==> src/rtl/skip_sequencer.sv <==
// Sequencer for the CHIP-8 conditional-skip instructions (3XNN, 4XNN, 5XY0, 9XY0, EX9E, EXA1).
// Optional build macro STRICT_DECODE_EN: 5XY?/9XY? with a nonzero low nibble decode as illegal.
module skip_sequencer #(
  parameter int unsigned TIMEOUT_CYCLES = 255
) (
  input  logic        clk,
  input  logic        rst,
  input  logic        start,
  input  logic [15:0] opcode,
  output logic        busy,
  output logic        done,
  output logic        skip,
  output logic        illegal,
  output logic        timeout,
  output logic        reg_rd_req,
  output logic [3:0]  reg_rd_addr,
  input  logic        reg_rd_ack,
  input  logic [7:0]  reg_rd_data,
  input  logic [15:0] key_state,
  output logic [7:0]  cmp_a,
  output logic [7:0]  cmp_b,
  input  logic        cmp_eq
);

  typedef enum logic [2:0] {IDLE, DECODE, RD_X, RD_Y, CMP, DONE} state_t;

`ifdef STRICT_DECODE_EN
  localparam bit STRICT = 1'b1;
`else
  localparam bit STRICT = 1'b0;
`endif

  // Last wait count before a read is abandoned.
  localparam logic [7:0] LAST_WAIT = 8'(TIMEOUT_CYCLES - 1);

  state_t      state;
  logic [15:0] op_q;
  logic [7:0]  vx;
  logic [7:0]  wait_cnt;

  logic legal;
  logic two_read;
  logic is_key;
  logic invert;

  // NOTE: every always_comb output gets a default first so no latch is inferred.
  always_comb begin
    legal    = 1'b0;
    two_read = 1'b0;
    is_key   = 1'b0;
    invert   = 1'b0;
    case (op_q[15:12])
      4'h3: legal = 1'b1;
      4'h4: begin
        legal  = 1'b1;
        invert = 1'b1;
      end
      4'h5: begin
        legal    = !STRICT || (op_q[3:0] == 4'h0);
        two_read = 1'b1;
      end
      4'h9: begin
        legal    = !STRICT || (op_q[3:0] == 4'h0);
        two_read = 1'b1;
        invert   = 1'b1;
      end
      4'hE: begin
        if (op_q[7:0] == 8'h9E) begin
          legal  = 1'b1;
          is_key = 1'b1;
        end else if (op_q[7:0] == 8'hA1) begin
          legal  = 1'b1;
          is_key = 1'b1;
          invert = 1'b1;
        end
      end
      default: ;
    endcase
  end

  // NOTE: sequential state uses non-blocking assignments only, so every
  // register samples pre-edge values regardless of statement order.
  always_ff @(posedge clk or posedge rst) begin
    if (rst) begin
      state       <= IDLE;
      op_q        <= '0;
      vx          <= '0;
      wait_cnt    <= '0;
      busy        <= 1'b0;
      done        <= 1'b0;
      skip        <= 1'b0;
      illegal     <= 1'b0;
      timeout     <= 1'b0;
      reg_rd_req  <= 1'b0;
      reg_rd_addr <= '0;
      cmp_a       <= '0;
      cmp_b       <= '0;
    end else begin
      // Result flags are pulses that live only in the done cycle.
      done    <= 1'b0;
      skip    <= 1'b0;
      illegal <= 1'b0;
      timeout <= 1'b0;

      case (state)
        IDLE: begin
          if (start) begin
            op_q  <= opcode;
            busy  <= 1'b1;
            state <= DECODE;
          end
        end

        DECODE: begin
          if (legal) begin
            reg_rd_req  <= 1'b1;
            reg_rd_addr <= op_q[11:8];
            wait_cnt    <= '0;
            state       <= RD_X;
          end else begin
            done    <= 1'b1;
            illegal <= 1'b1;
            state   <= DONE;
          end
        end

        RD_X: begin
          if (reg_rd_ack) begin
            vx <= reg_rd_data;
            if (two_read) begin
              reg_rd_addr <= op_q[7:4];
              wait_cnt    <= '0;
              state       <= RD_Y;
            end else begin
              reg_rd_req <= 1'b0;
              if (is_key) begin
                cmp_a <= {7'b0, key_state[reg_rd_data[3:0]]};
                cmp_b <= 8'h01;
              end else begin
                cmp_a <= reg_rd_data;
                cmp_b <= op_q[7:0];
              end
              state <= CMP;
            end
          end else if (wait_cnt == LAST_WAIT) begin
            reg_rd_req <= 1'b0;
            done       <= 1'b1;
            timeout    <= 1'b1;
            state      <= DONE;
          end else begin
            wait_cnt <= wait_cnt + 8'd1;
          end
        end

        RD_Y: begin
          // cmp_b doubles as the Vy latch.
          if (reg_rd_ack) begin
            reg_rd_req <= 1'b0;
            cmp_a      <= vx;
            cmp_b      <= reg_rd_data;
            state      <= CMP;
          end else if (wait_cnt == LAST_WAIT) begin
            reg_rd_req <= 1'b0;
            done       <= 1'b1;
            timeout    <= 1'b1;
            state      <= DONE;
          end else begin
            wait_cnt <= wait_cnt + 8'd1;
          end
        end

        CMP: begin
          skip  <= cmp_eq ^ invert;
          done  <= 1'b1;
          state <= DONE;
        end

        DONE: begin
          busy  <= 1'b0;
          state <= IDLE;
        end

        default: state <= IDLE;
      endcase
    end
  end

endmodule

==> config.mk <==
export PLATFORM = sky130hd
export DESIGN_NAME = skip_sequencer
export DESIGN_NICKNAME = d
export VERILOG_FILES = /design/src/rtl/skip_sequencer.sv
export SDC_FILE = /design/constraint.sdc
export NUM_CORES = 1
export LEC_CHECK = 0
export CORE_ASPECT_RATIO = 1.1
export CORE_UTILIZATION = 54
export CTS_CLUSTER_DIAMETER = 150
export DETAILED_ROUTE_END_ITERATION = 8
export PLACE_DENSITY = 0.86
export RECOVER_POWER = 100
export SETUP_SLACK_MARGIN = 0.02
export SYNTH_ARGS = -nofsm -noshare
export SYNTH_HDL_FRONTEND = slang
export SYNTH_SLANG_ARGS = --single-unit
==> constraint.sdc <==
create_clock -name clk -period 6.9 [get_ports clk]
set_input_delay 2.07 -clock clk [delete_from_list [all_inputs] [get_ports clk]]
set_output_delay 2.07 -clock clk [all_outputs]
set_load 0.05 [all_outputs]
==> impl_metrics.env <==
export IMPL_initial_core_util=0.559
export IMPL_route_detailed_drc=0
export IMPL_violations="max-capacitance violations, max-slew violations"
export IMPL_synth_largest_area_cell="dfrtp_1"
export IMPL_cts_root_buf="clkbuf_8"
export IMPL_post_cts_buffers=0
export IMPL_synthFlopType="dfrtp_1"
export IMPL_ys_warn_count=0
export IMPL_drt_iter0_drc=141
export IMPL_place_area_um2=3740
export IMPL_cts_buffers=9
export IMPL_clock_fmax_mhz=209
export IMPL_grt_overflow_total=0
export IMPL_dieArea_um2=5850
export IMPL_fin_setup_tns_ns=0
export IMPL_arrival_ns=4.94
export IMPL_grt_pass1_vias=2219
export IMPL_cts_tree="built"
export IMPL_num_antenna_cells=0
export IMPL_via_per_inst=5.71
export IMPL_rsz0062_at_grt="no"
export IMPL_path_class="in2reg"
export IMPL_crit_path_start_kind="primary input"
export IMPL_worstPathMaxFanout=33
export IMPL_cts_sinks=61
export IMPL_drv_cap=1
export IMPL_antenna_found_initial=0
export IMPL_final_cell_mix="61 x dfrtp_1, 40 x clkdlybuf4s50_1, 30 x dlygate4sd3_1, 28 x o21ai_0, 28 x mux2_2"
export IMPL_slew_viol_final=34
export IMPL_hp_class="reg2reg"
export IMPL_cp_data_required_time_ns=7.06
export IMPL_grt_pass1_wl_um=10400
export IMPL_postCtsResizedCells=0
export IMPL_ys_seq_area_frac=0.510
export IMPL_netlist_area_leader_share=0.510
export IMPL_finalSetupViolCount=0
export IMPL_grt_max_degree=62
export IMPL_syn_num_nets=314
export IMPL_nNetsFinal=383
export IMPL_async_reset_ff_frac=1.00
export IMPL_synth_seq_cells=61
export IMPL_synth_cell_types=50
export IMPL_min_period_over_period=0.693
export IMPL_path_clk_slew_ns=0.06
export IMPL_tightest_slew_ns=2.01
export IMPL_design_area_um2=3880
export IMPL_syn_avg_cell_area_um2=11.2
export IMPL_placement_rows=28
export IMPL_area_delta_synth_final_pct=29.5
export IMPL_core_area_um2=5360
export IMPL_vdd_ir_drop_worst_mv=0.267
export IMPL_powerDensity_nw_per_um2=441
export IMPL_io_pins=71
export IMPL_outcome="complete, but fails checks"
export IMPL_wl_per_cell_um=15.7
export IMPL_endpoint_kind="register"
export IMPL_slew_headroom=-0.345
export IMPL_synth_area_um2=3000
export IMPL_route_vias_total=2368
export IMPL_drive_gt1_frac=0.153
export IMPL_dpl_hpwl_um=4590
export IMPL_routed_wl_um=6530
export IMPL_clk_latency_ns=0.34
export IMPL_clock_skew_ns=0.00896
export IMPL_synth_edf_count=0
export IMPL_dr_pass1_iters=5
export IMPL_die_h_um=80.1
export IMPL_leakagePower_nw=1.64
export IMPL_post_route_min_period_ns=4.78
export IMPL_netlist_instances=267
export IMPL_port_buffers=70
export IMPL_gp_congestion=0.789
export IMPL_hold_viol_final=0
export IMPL_antenna_left=0
export IMPL_die_w_um=73.0
export IMPL_hold_buffers=0
export IMPL_final_common_cell="dfrtp_1"
export IMPL_grt_use_total=0.238
export IMPL_cts_max_level=3
export IMPL_clock_path_buffers=2
export IMPL_synth_area_leaders="dfrtp_1 51%, mux2_2 11%, o21ai_0 4.3%, a22oi_1 3.3%, nand2_1 3.3%"
[cells in the mapped netlist (all sizes together) (2+ instances only)]
library cell and count:
dfrtp 61, mux2 32, o21ai 29, nand2 26, a22oi 14, a21oi 12, nor2 10, buf 7
inv 7, clkbuf 6, nor3 5, nand4 4, a31oi 3, and2 3, mux2i 3, mux4 3
nand2b 3, nand3 3, o22ai 3, a21o 2, a221oi 2, a2bb2oi 2, and2b 2, ha 2
nand3b 2, nor2b 2, nor3b 2, nor4 2, xor2 2
[state kept, by name, summed over array words and instances (netlist names)]
name,count
reg_rd_addr,4
cmp_a,8
cmp_b,8
illegal,1
vx,8
skip,1
op_q,16
state,3
wait_cnt,8
timeout,1
reg_rd_req,1
busy,1
done,1
[cell families (layout without fill, tap and decap cells)]
group | Yosys count | after routing | share of synthesized area
buffers and inverters | 20 | 93 | 0.0292
muxes | 38 | 38 | 0.158
DFF | 61 | 61 | 0.510
and+or+nand+nor | 71 | 71 | 0.128
adders and majority gates | 2 | 2 | 0.00835
AOI/OAI and AO/OA | 72 | 72 | 0.158
xor gates and xnor gates | 3 | 3 | 0.00877
[where the power goes]
part	internal, mW	switching, mW	leakage [nW]
Sequential	0.509	0.125	0.758
Combinational	0.315	0.466	0.792
Clock	0.163	0.134	0.0919
[metal layers]
metal | vias up | global-route usage | part of all wire
li1 | 1113 | - | -
met3 | 10 | 0.0728 | 0.056
met5 | - | 0 | 0
met2 | 74 | 0.369 | 0.49
met1 | 1171 | 0.311 | 0.44
met4 | 0 | 0.0922 | 0.012
[area by class of cell]
cell class,count,area [um2]
Clock buffer,10,128
Clock inverter,5,52.6
Fill cell,400,1480
Inverter,7,26.3
Multi-Input combinational cell,186,1350
Sequential cell,61,1530
Tap cell,75,93.8
Timing Repair Buffer,71,708
[worst max-delay path: stages]
cell and delay [ns]:
dlygate4sd3_1 0.64, o211ai_1 0.92, o21ai_0 0.26, nor3_1 0.83, o22ai_1 0.21
[metrics by stage]
step                      power, mW  hold slack, ns  utilization  std cells  worst slack, ns
final                          1.71           0.480        0.724        415             2.12
after global routing           1.81           0.500        0.724        415             1.79
after CTS                      1.78           0.490        0.731        415             3.13
after detailed placement       1.47           0.474        0.697        400             2.78
after global placement         1.45           0.462        0.697        400             2.81
after floorplan                1.23           0.477            -        267             3.31
[worst paths after layout]
kind / end / start / slack (ns) / cells past startpoint
min in group asynchronous: wait_cnt[5]$_DFFE_PP0P_ / rst / 2.41 / 3
worst min-delay path: reg_rd_req$_DFFE_PP0P_ / reg_rd_req$_DFFE_PP0P_ / 0.48 / 1
worst max-delay path: wait_cnt[1]$_DFFE_PP0P_ / reg_rd_ack / 2.12 / 5
max in group asynchronous: vx[7]$_DFFE_PP0P_ / rst / 4.00 / 3
worst max register to register: wait_cnt[1]$_DFFE_PP0P_ / state[0]$_DFFE_PP0P_ / 2.95 / 5
worst min register to register: reg_rd_req$_DFFE_PP0P_ / reg_rd_req$_DFFE_PP0P_ / 0.48 / 1
No activity file was read; power rests on OpenSTA's default activity.
